$ cat config.mk
export PLATFORM = sky130hd
export DESIGN_NAME = id_ex_skid_reg
export DESIGN_NICKNAME = d
export VERILOG_FILES = /design/src/rtl/id_ex_skid_reg.sv
export SDC_FILE = /design/constraint.sdc
export NUM_CORES = 1
export LEC_CHECK = 0
export ABC_AREA = 1
export BUFFER_PORTS_ARGS = -buffer_cell sky130_fd_sc_hd__buf_2
export CELL_PAD_IN_SITES_DETAIL_PLACEMENT = 1
export CELL_PAD_IN_SITES_GLOBAL_PLACEMENT = 1
export CORE_ASPECT_RATIO = 1.5
export CORE_MARGIN = 5
export CORE_UTILIZATION = 36
export DETAILED_ROUTE_END_ITERATION = 6
export GPL_TIMING_DRIVEN = 0
export PLACE_DENSITY = 0.81
export SYNTH_ARGS = -nofsm -noshare
export SYNTH_HDL_FRONTEND = slang
export SYNTH_SLANG_ARGS = --single-unit
$ cat constraint.sdc
create_clock -name clk -period 1.8 [get_ports clk]
set_input_delay 0.36 -clock clk [delete_from_list [all_inputs] [get_ports clk]]
set_output_delay 0.36 -clock clk [all_outputs]
set_load 0.01 [all_outputs]
$ cat src/rtl/id_ex_skid_reg.sv
// id_ex_skid_reg: ID/EX stage as a two-entry FIFO skid buffer.
// Valid/ready on both sides; flush, bubble on empty.
//
// Ports:
//   clk, reset (async, active-low), flush (sync discard)
//   in_valid/in_ready        : decode-side handshake
//   *_en, branch, A_in, B_in,
//   sel, PC_n, rd            : decoded payload
//   rs1, rs2                 : sources, hazard check only
//   out_valid/out_ready      : execute-side handshake
//   *_n, A, B, alu_select,
//   PC_new, rd_n             : registered payload
//   stall                    : load-use hazard
//   occupancy                : entries held (0..2)
//
// Build option: define ID_EX_LOAD_USE_EN to enable
// load-use stalling; otherwise stall is tied 0.
module id_ex_skid_reg #(
  parameter int XLEN   = 32,
  parameter int SEL_W  = 4,
  parameter int REG_AW = 5
) (
  input  logic              clk,
  input  logic              reset,
  input  logic              flush,
  input  logic              in_valid,
  output logic              in_ready,
  input  logic              mem_read_en,
  input  logic              mem_write_en,
  input  logic              mem_to_reg_en,
  input  logic              jumpl_en,
  input  logic              branch,
  input  logic              reg_write_en,
  input  logic [XLEN-1:0]   A_in,
  input  logic [XLEN-1:0]   B_in,
  input  logic [SEL_W-1:0]  sel,
  input  logic [XLEN-1:0]   PC_n,
  input  logic [REG_AW-1:0] rd,
  input  logic [REG_AW-1:0] rs1,
  input  logic [REG_AW-1:0] rs2,
  output logic              out_valid,
  input  logic              out_ready,
  output logic              mem_read_n,
  output logic              mem_write_n,
  output logic              mem_to_reg_n,
  output logic              jumpl_n,
  output logic              branch_n,
  output logic              reg_write_n,
  output logic [XLEN-1:0]   A,
  output logic [XLEN-1:0]   B,
  output logic [SEL_W-1:0]  alu_select,
  output logic [XLEN-1:0]   PC_new,
  output logic [REG_AW-1:0] rd_n,
  output logic              stall,
  output logic [1:0]        occupancy
);

  typedef struct packed {
    logic              mem_read;
    logic              mem_write;
    logic              mem_to_reg;
    logic              jumpl;
    logic              branch;
    logic              reg_write;
    logic [XLEN-1:0]   a;
    logic [XLEN-1:0]   b;
    logic [SEL_W-1:0]  sel;
    logic [XLEN-1:0]   pc;
    logic [REG_AW-1:0] rd;
  } id_ex_t;

  // State code doubles as the entry count.
  localparam logic [1:0] EMPTY = 2'd0;
  localparam logic [1:0] ONE   = 2'd1;
  localparam logic [1:0] TWO   = 2'd2;

  logic [1:0] state_q;
  logic [1:0] state_d;
  id_ex_t     in_e;
  id_ex_t     main_q;
  id_ex_t     main_d;
  id_ex_t     skid_q;
  id_ex_t     skid_d;
  logic       vld;
  logic       acc;
  logic       pop;

  always_comb begin
    in_e            = '0;
    in_e.mem_read   = mem_read_en;
    in_e.mem_write  = mem_write_en;
    in_e.mem_to_reg = mem_to_reg_en;
    in_e.jumpl      = jumpl_en;
    in_e.branch     = branch;
    in_e.reg_write  = reg_write_en;
    in_e.a          = A_in;
    in_e.b          = B_in;
    in_e.sel        = sel;
    in_e.pc         = PC_n;
    in_e.rd         = rd;
  end

  assign vld       = (state_q != EMPTY);
  assign out_valid = vld;
  assign occupancy = state_q;

`ifdef ID_EX_LOAD_USE_EN
  logic src_hit;
  assign src_hit  = (rd_n == rs1) | (rd_n == rs2);
  assign stall    = in_valid & vld & mem_read_n
                  & (rd_n != '0) & src_hit;
  assign in_ready = (state_q != TWO) & ~stall;
`else
  logic unused_rs;
  assign unused_rs = ^{rs1, rs2};
  assign stall     = 1'b0;
  assign in_ready  = (state_q != TWO);
`endif

  assign acc = in_valid & in_ready;
  assign pop = vld & out_ready;

  always_comb begin
    state_d = state_q;
    main_d  = main_q;
    skid_d  = skid_q;
    unique case (1'b1)
      (state_q == EMPTY): begin
        if (acc) begin
          state_d = ONE;
          main_d  = in_e;
        end
      end
      (state_q == ONE): begin
        if (acc && !pop) begin
          state_d = TWO;
          skid_d  = in_e;
        end else if (acc && pop) begin
          main_d = in_e;
        end else if (pop) begin
          state_d = EMPTY;
        end
      end
      (state_q == TWO): begin
        if (pop) begin
          state_d = ONE;
          main_d  = skid_q;
        end
      end
      default: state_d = EMPTY;
    endcase
    // Flush drops everything, including a same-cycle accept.
    if (flush) begin
      state_d = EMPTY;
      main_d  = '0;
      skid_d  = '0;
    end
  end

  always_ff @(posedge clk or negedge reset) begin
    if (!reset) begin
      state_q <= EMPTY;
      main_q  <= '0;
      skid_q  <= '0;
    end else begin
      state_q <= state_d;
      main_q  <= main_d;
      skid_q  <= skid_d;
    end
  end

  // Control is gated so an empty stage is a bubble.
  assign mem_read_n   = main_q.mem_read   & vld;
  assign mem_write_n  = main_q.mem_write  & vld;
  assign mem_to_reg_n = main_q.mem_to_reg & vld;
  assign jumpl_n      = main_q.jumpl      & vld;
  assign branch_n     = main_q.branch     & vld;
  assign reg_write_n  = main_q.reg_write  & vld;
  assign A            = main_q.a;
  assign B            = main_q.b;
  assign alu_select   = main_q.sel;
  assign PC_new       = main_q.pc;
  assign rd_n         = main_q.rd;

endmodule

**Yosys cells after proc, flatten, opt, wreduce, memory -nomap -nowiden**

Index checks and enable logic that the tools add are counted.
Widths: inputs -> output; s select.

- Flip-flop bits (word level): 224

- Reductions and logical operators: 11
- Eq/ne operators: 9
- Muxes and demuxes: 16
- Bitwise gates (word level): 8

Operator list:

| cell | count |
|---|---|
| $mux 111 | 8 |
| $pmux 111 s3 | 1 |
| $mux 2 | 6 |
| $ne 3x3->1 const B | 3 |
| $and 1x1->1 | 8 |
| $pmux 2 s3 | 1 |
| $reduce_bool 2->1 | 3 |
| $reduce_and 5->1 | 1 |
| $ne 4x3->1 const B | 1 |
| $ne 4x4->1 const B | 1 |
| $reduce_and 4->1 | 1 |
| $reduce_bool 4->1 | 1 |
| $ne 3x2->1 const B | 1 |
| $eq 2x1->1 const B | 1 |
| $eq 2x2->1 const B | 1 |
| $logic_and 1x1->1 | 2 |
| $logic_not 2->1 | 1 |
| $ne 2x2->1 const B | 1 |
| $reduce_and 2->1 | 1 |
| $logic_not 1->1 | 1 |

**Logic depth before layout (Yosys ltp)**

Gate-level depths: netlist (run 1).

- Depth in word-level cells: 7
- Gate-level depth with buffers: 13
- Depth with buffers taken out: 10

**Worst setup path before layout (run 1)**

OpenSTA, ideal clock, no wires.

- Path kind: reg2reg
- From: reg state_q[0] (netlist: occupancy[0])
- To: reg main_q (netlist bit A[10])
- Path buffers: 3
- Clock period less this slack: 1.818 ns
- Cell stages (with the launch flop): 14
- Setup time: 0.118 ns
- Path slack: -0.018 ns
- Arrival: 1.699 ns
- Required time: 1.682 ns
- Path through: dfrtp_1 inv_1 ha_1 buf_4 inv_1 nand2_2 nand2_1 inv_1 nand2_2 nand3_2 buf_6 buf_6 nand2_1 nand2_1

- Cells in the longest elaborated chain, start to end: 6
- Elaborated cells between the ends (all ways): 18

RTL lines:

| what | line | source |
|---|---|---|
| start: declaration | 77 | `logic [1:0] state_q;` |
| start signal: assignment | 166 | `state_q <= state_d;` |
| $reduce_bool 2->1 (*) | 103 | `assign vld = (state_q != EMPTY);` |
| named net out_valid | 41 | `output logic out_valid,` |
| $and 1x1->1 (*) | 121 | `assign pop = vld & out_ready;` |
| $logic_not 1->1 | 135 | `if (acc && !pop) begin` |
| $logic_and 1x1->1 | 135 |  |
| $ne 3x3->1 (no source line) | - |  |
| $reduce_and 5->1 (no source line) (*) | - |  |
| end signal: assignment | 167 | `main_q <= main_d;` |
| end: declaration | 80 | `id_ex_t main_q;` |

The timed path passes the listed nets; every way through them passes the cells marked *.
A chain may end at the register's enable or synchronous reset.

**Worst setup path in the final report (run 1)**

- From: reg state_q[1] (netlist: occupancy[1])
- To: reg main_q (netlist bit A[12])

- Cells in the longest elaborated chain, start to end: 6
- Elaborated cells between the ends (all ways): 18

RTL lines:

| what | line |
|---|---|
| $reduce_bool 2->1 | 103 |
| $and 1x1->1 | 121 |
| $logic_not 1->1 | 135 |
| $logic_and 1x1->1 | 135 |
| $ne 3x3->1 (no source line) | - |
| $reduce_and 5->1 (no source line) | - |

Parallel ways exist; a longest one is shown, timed or not.

==> impl_metrics.ini, run 1 <==
[status]
outcome = complete, but fails checks
violations = setup timing

[place]
hpwl_um = 27300
placed_area_um2 = 13300
routabilityCongestion = 0.817
dp_slack_ps = -543
io_buffers = 230

[final_layout]
layout_commonest_cell = nand2_1
synthToLayoutAreaGrowth_pct = 39.4
fill_cells = 3880
design_area_um2 = 16200
post-route-util = 0.510
drive_above_1_share = 0.413
final_nets = 1944
final_cell_mix = nand2_1, buf_2, nor2_1

[power_and_ir_drop]
pwr-share-comb = 0.485
power_frac_seq = 0.313
power.net_switching_mw = 9.63
power.density_nw_per_um2 = 1540
p_int_mw = 15.3
p_leak_nw = 9.20
peakVddDrop_mv = 1.12
clkPwrFrac = 0.202
p_sw_frac = 0.386

[sta]
setup_viol = 204
fin_crit_sh = 1.09
slew_headroom = 0.544
tightest_slew_ps = 684
finalMaxSlewViolations = 0
fmax_mhz = 511
hold_viol_final = 0
fin_tns_setup_ps = -16100
grt_setup_unrepaired = yes
worst_hold_slack_ps = 42.1
fin_ws_ps = -159
layout_min_cycle_time_ps = 1960
finalClockSkew_ps = 10.1

[setup_path]
reg2reg_slack_ps = -160
end_kind = register
cp.arrival_ps = 2430
cp-start-kind = register
worst_ep_required_time_ps = 2270
worst-path-max-fanout = 9
crit_type = register to register

[global_routing]
grt_pass1_wl_um = 63100
grt_start_max_net_pins = 117
grt_overflow = 0
grt_util_all_layers = 0.215
antenna_found_initial = 9
grt_pass1_vias = 11931

[floorplan]
io_pins = 242
dieHeight_um = 230
die_w_um = 157
initial_core_util = 0.366
core_um2 = 31800
die_area_um2 = 36100
rows = 80

[clock_tree]
path_clk_slew_ps = 70
cts_tree = built
cts_buffers = 24
cts.sinks = 224
htree_levels = 1
clockRootBuffer = clkbuf_16
clock_latency_ps = 530
clockBufferDepth = 3

[yosys]
yosysUniqueCellTypes = 19
synthCells = 1515
syn_nets = 1645
synth.avg_cell_area_um2 = 7.68
netlist_area_um2 = 11600
ys_ff_latch = 224
yosys_warnings = 0
yosysSeqAreaShare = 0.482

[hold_path]
hold_class = input pin to register

[job]
cap_violations = 0

[detailed_routing]
wire_per_inst_um = 19.6
routed_wl_um = 43900
vias = 11511
dr.pass1.iters = 5
vias_per_cell = 5.13
ant_nets = 0
drt-initial-drc-count = 419
drc = 0
## critical path: stages, from the launching register on
cell and delay (ps):
dfrtp_2 450, inv_2 90, buf_4 100, ha_1 230
inv_1 120, nor2_4 140, nand2_4 100, nand3_4 150
buf_12 210, clkbuf_16 160, nand2_1 50, nand2_1 80
## power by group through the flow
stage	sequential, mW	combinational [mW]	clock, mW
2_1_floorplan	7.39	6.09	0
6_report	7.81	12.1	5.05
4_1_cts	7.59	9.93	5.14
5_1_grt	8.03	13.1	5.35
3_3_place_gp	7.58	8.92	0
3_5_place_dp	7.67	9.09	0
## cell usage after synthesis
| cell type | instances | area, um^2 |
|---|---|---|
| nand2_1 | 465 | 1750 |
| nor2_1 | 234 | 878 |
| dfrtp_1 | 224 | 5610 |
| buf_4 | 118 | 886 |
| nand4_1 | 112 | 701 |
| o21ai_0 | 111 | 556 |
| nand3_1 | 103 | 515 |
| clkbuf_1 | 54 | 203 |
| buf_2 | 31 | 155 |
| inv_1 | 26 | 97.6 |
| buf_1 | 12 | 45.0 |
| buf_6 | 12 | 135 |
| ha_1 | 4 | 50.1 |
| nand2_2 | 3 | 18.8 |
| nand3_2 | 2 | 20.0 |
| conb_1 | 1 | 3.75 |
| inv_2 | 1 | 3.75 |
| nor2_2 | 1 | 6.26 |
| nor2_4 | 1 | 11.3 |
## area by class of cell
type,instances,area [um^2],area share
sequential,224,5610,0.346
multi-input combinational,1037,5440,0.335
timing repair buffer,276,2030,0.125
buffer,224,1750,0.108
clock buffer,35,713,0.0440
tap,410,513,0.0316
inverter,27,106,0.00656
clock inverter,7,62.6,0.00386
antenna,2,5.00,0.000309
## state kept, by name, indices dropped and copies added, names as in the netlist
| signal | flops |
|---|---|
| B | 32 |
| PC_new | 32 |
| rd_n | 5 |
| A | 32 |
| occupancy | 2 |
| skid_q | 111 |
| main_q | 6 |
| alu_select | 4 |
## stage by stage
step	std cells	total power, mW
after detailed placement	2156	16.8
after CTS	2213	22.7
final	2242	25.0
after floorplan	1515	13.5
after global routing	2240	26.4
after global placement	2155	16.5
## metal layers
metal  GRT usage  up-vias  routed length [um]  part of all wire
li1            -     5397                   -                 -
met1       0.251     5710               16100              0.37
met2       0.391      291               23900              0.54
met3      0.0410       99                2240             0.051
met4      0.0727       14                1550             0.035
met5           0        -                 102            0.0023
## logic make-up after synthesis
logic type	synth area share
compound gates	0.0477
flops	0.482
buf+inv	0.131
simple gates	0.335
fa+ha+maj	0.00430
other cells	0.000322
## repair_timing
item / 4_1_cts / 5_1_grt
cloned: 2 / 22
setup buffers: 12 / 8
hold buffers: 1 / 0
endpoints found under the setup margin: 232 / 233
resized for setup: 114 / 372
pin swaps: 9 / 31
hold endpoints to repair: 108 / 0
## path summary, 6_finish.rpt
check	from	endpoint	depth (start not counted)
worst max-delay path	occupancy[1]	A[12]	11
worst min-delay path	sel[2]	skid_q[39]	3
worst max register to register	occupancy[1]	A[12]	11
worst min register to register	rd_n[4]	rd_n[4]	2
max in group asynchronous	reset	skid_q[8]	3
min in group asynchronous	reset	B[18]	2
(Power assumes the default switching activity.)
==> run 2, diff against run 1 <==
- CORE_UTILIZATION: 36 -> 43
- PLACE_DENSITY: 0.81 -> 0.9
- clock period: 1.8 -> 2.3 ns (I/O delays scaled with it)
==> run 2 against run 1 <==
Effect of this change:
- the flow finishes with violations (hold timing)
- utilization is 2.2 points higher
- non-clock buffer count is 41 lower
- count of clock-buffer cells in the layout is 3 higher
- wire length is 14% lower
- clock power is 19% lower
- critical endpoint is now in_ready
==> impl_metrics.ini, run 2 (synthesis gave the netlist of run 1 again) <==
[clock_tree]
cts_buffers = 24
path_clk_slew_ps = 60
cts_tree = built
htree_levels = 1
hold_buffers = 0
clockBufferDepth = 3
cts.sinks = 224
clock_latency_ps = 520
clockRootBuffer = clkbuf_16

[detailed_routing]
wire_per_inst_um = 17.7
vias = 11006
dr.pass1.iters = 4
drt-initial-drc-count = 391
routed_wl_um = 37700
drc = 0
vias_per_cell = 5.17
ant_nets = 0

[power_and_ir_drop]
peakVddDrop_mv = 0.731
power_frac_seq = 0.347
power.density_nw_per_um2 = 1210
clkPwrFrac = 0.238
pwr-share-comb = 0.415
p_leak_nw = 8.15
power.net_switching_mw = 6.33
p_sw_frac = 0.370
p_int_mw = 10.8
power_mw = 17.1

[setup_path]
end_kind = primary output
worst_ep_required_time_ps = 1840
cp-start-kind = register
cp.arrival_ps = 1710
crit_type = register to primary output
worst-path-max-fanout = 10

[final_layout]
design_area_um2 = 14100
drive_above_1_share = 0.253
multi_input_area_um2 = 4510
synthToLayoutAreaGrowth_pct = 21.4
seqCellArea_um2 = 5610
final_nets = 1903
post-route-util = 0.531
largest_reg_flops = 111
largest_register = skid_q
fill_cells = 3457
final_cell_mix = nand2_1, buf_2, nor2_1
fin_cells = 2129
layout_commonest_cell = nand2_1

[job]
cap_violations = 0

[sta]
fin_crit_sh = 0.943
tightest_slew_ps = 884
finalMaxSlewViolations = 0
setup_viol = 0
fmax_mhz = 461
slew_headroom = 0.411
finalClockSkew_ps = 8.38
fin_tns_setup_ps = 0
worst_hold_slack_ps = -58.0
layout_min_cycle_time_ps = 2170
fin_ws_ps = 132
hold_viol_final = 21

[place]
dp.cells = 2083
hpwl_um = 27100
placed_area_um2 = 13200
io_buffers = 230
routabilityCongestion = 0.825
dp_slack_ps = -39.0

[global_routing]
grt_overflow = 0
grt_pass1_wl_um = 61400
grt_util_all_layers = 0.248
grt_pass1_vias = 12038
antenna_found_initial = 9
grt_start_max_net_pins = 120

[floorplan]
io_pins = 242
die_w_um = 144
die_area_um2 = 30500
core_um2 = 26600
dieHeight_um = 211
initial_core_util = 0.438
rows = 73

[status]
outcome = complete, but fails checks
violations = hold timing

[hold_path]
hold_class = input pin to async pin
==> run 2: area by class of cell <==
| type | count | area share |
|---|---|---|
| inverters | 27 | 0.00718 |
| plain buffers | 227 | 0.103 |
| clock inverters | 6 | 0.00744 |
| diodes | 1 | 0.000177 |
| repair buffers | 232 | 0.0847 |
| well taps | 337 | 0.0299 |
| clock buffers | 38 | 0.0506 |
| multi-input cells | 1037 | 0.319 |
| flip-flops and latches | 224 | 0.397 |
==> run 2: worst max-delay path, stage by stage (launching register included) <==
cell and delay, ps:
dfrtp_2 430, inv_1 90, ha_1 160, buf_6 160
inv_2 70, buf_8 140, buf_2 140
==> run 2: power by group through the flow <==
| stage | combinational, mW | sequential, mW | clock [mW] |
|---|---|---|---|
| after floorplan | 4.77 | 5.78 | 0 |
| after global placement | 6.88 | 5.93 | 0 |
| after detailed placement | 7.08 | 6.01 | 0 |
| after CTS | 7.17 | 5.96 | 4.16 |
| after global routing | 7.88 | 6.13 | 4.32 |
| final | 7.11 | 5.95 | 4.07 |
==> run 2: final timing paths <==
check                                    end    startpoint  cells after the start  slack (ps)
min in group clk                  skid_q[62]      B_in[21]                      3         150
max in group asynchronous       occupancy[1]         reset                      2        1270
worst min register to register          B[8]          B[8]                      2         480
worst min-delay path                   B[20]         reset                      1         -60
worst max-delay path                in_ready  occupancy[0]                      6         130
worst max register to register    skid_q[45]  occupancy[0]                     11         160
==> run 2: routing by layer <==
| layer | global-route usage | wire length (um) | up-vias | share of wire |
|---|---|---|---|---|
| met4 | 0.0882 | 1460 | 14 | 0.039 |
| li1 | - | - | 5295 | - |
| met1 | 0.285 | 14300 | 5315 | 0.38 |
| met5 | 0 | 77 | - | 0.0020 |
| met3 | 0.0452 | 2010 | 94 | 0.053 |
| met2 | 0.453 | 19900 | 288 | 0.53 |
==> run 2: timing repair <==
action,CTS,global route
setup endpoints to repair,156,98
gates resized for setup,8,29
pin swaps,0,0
buffers inserted,0,1
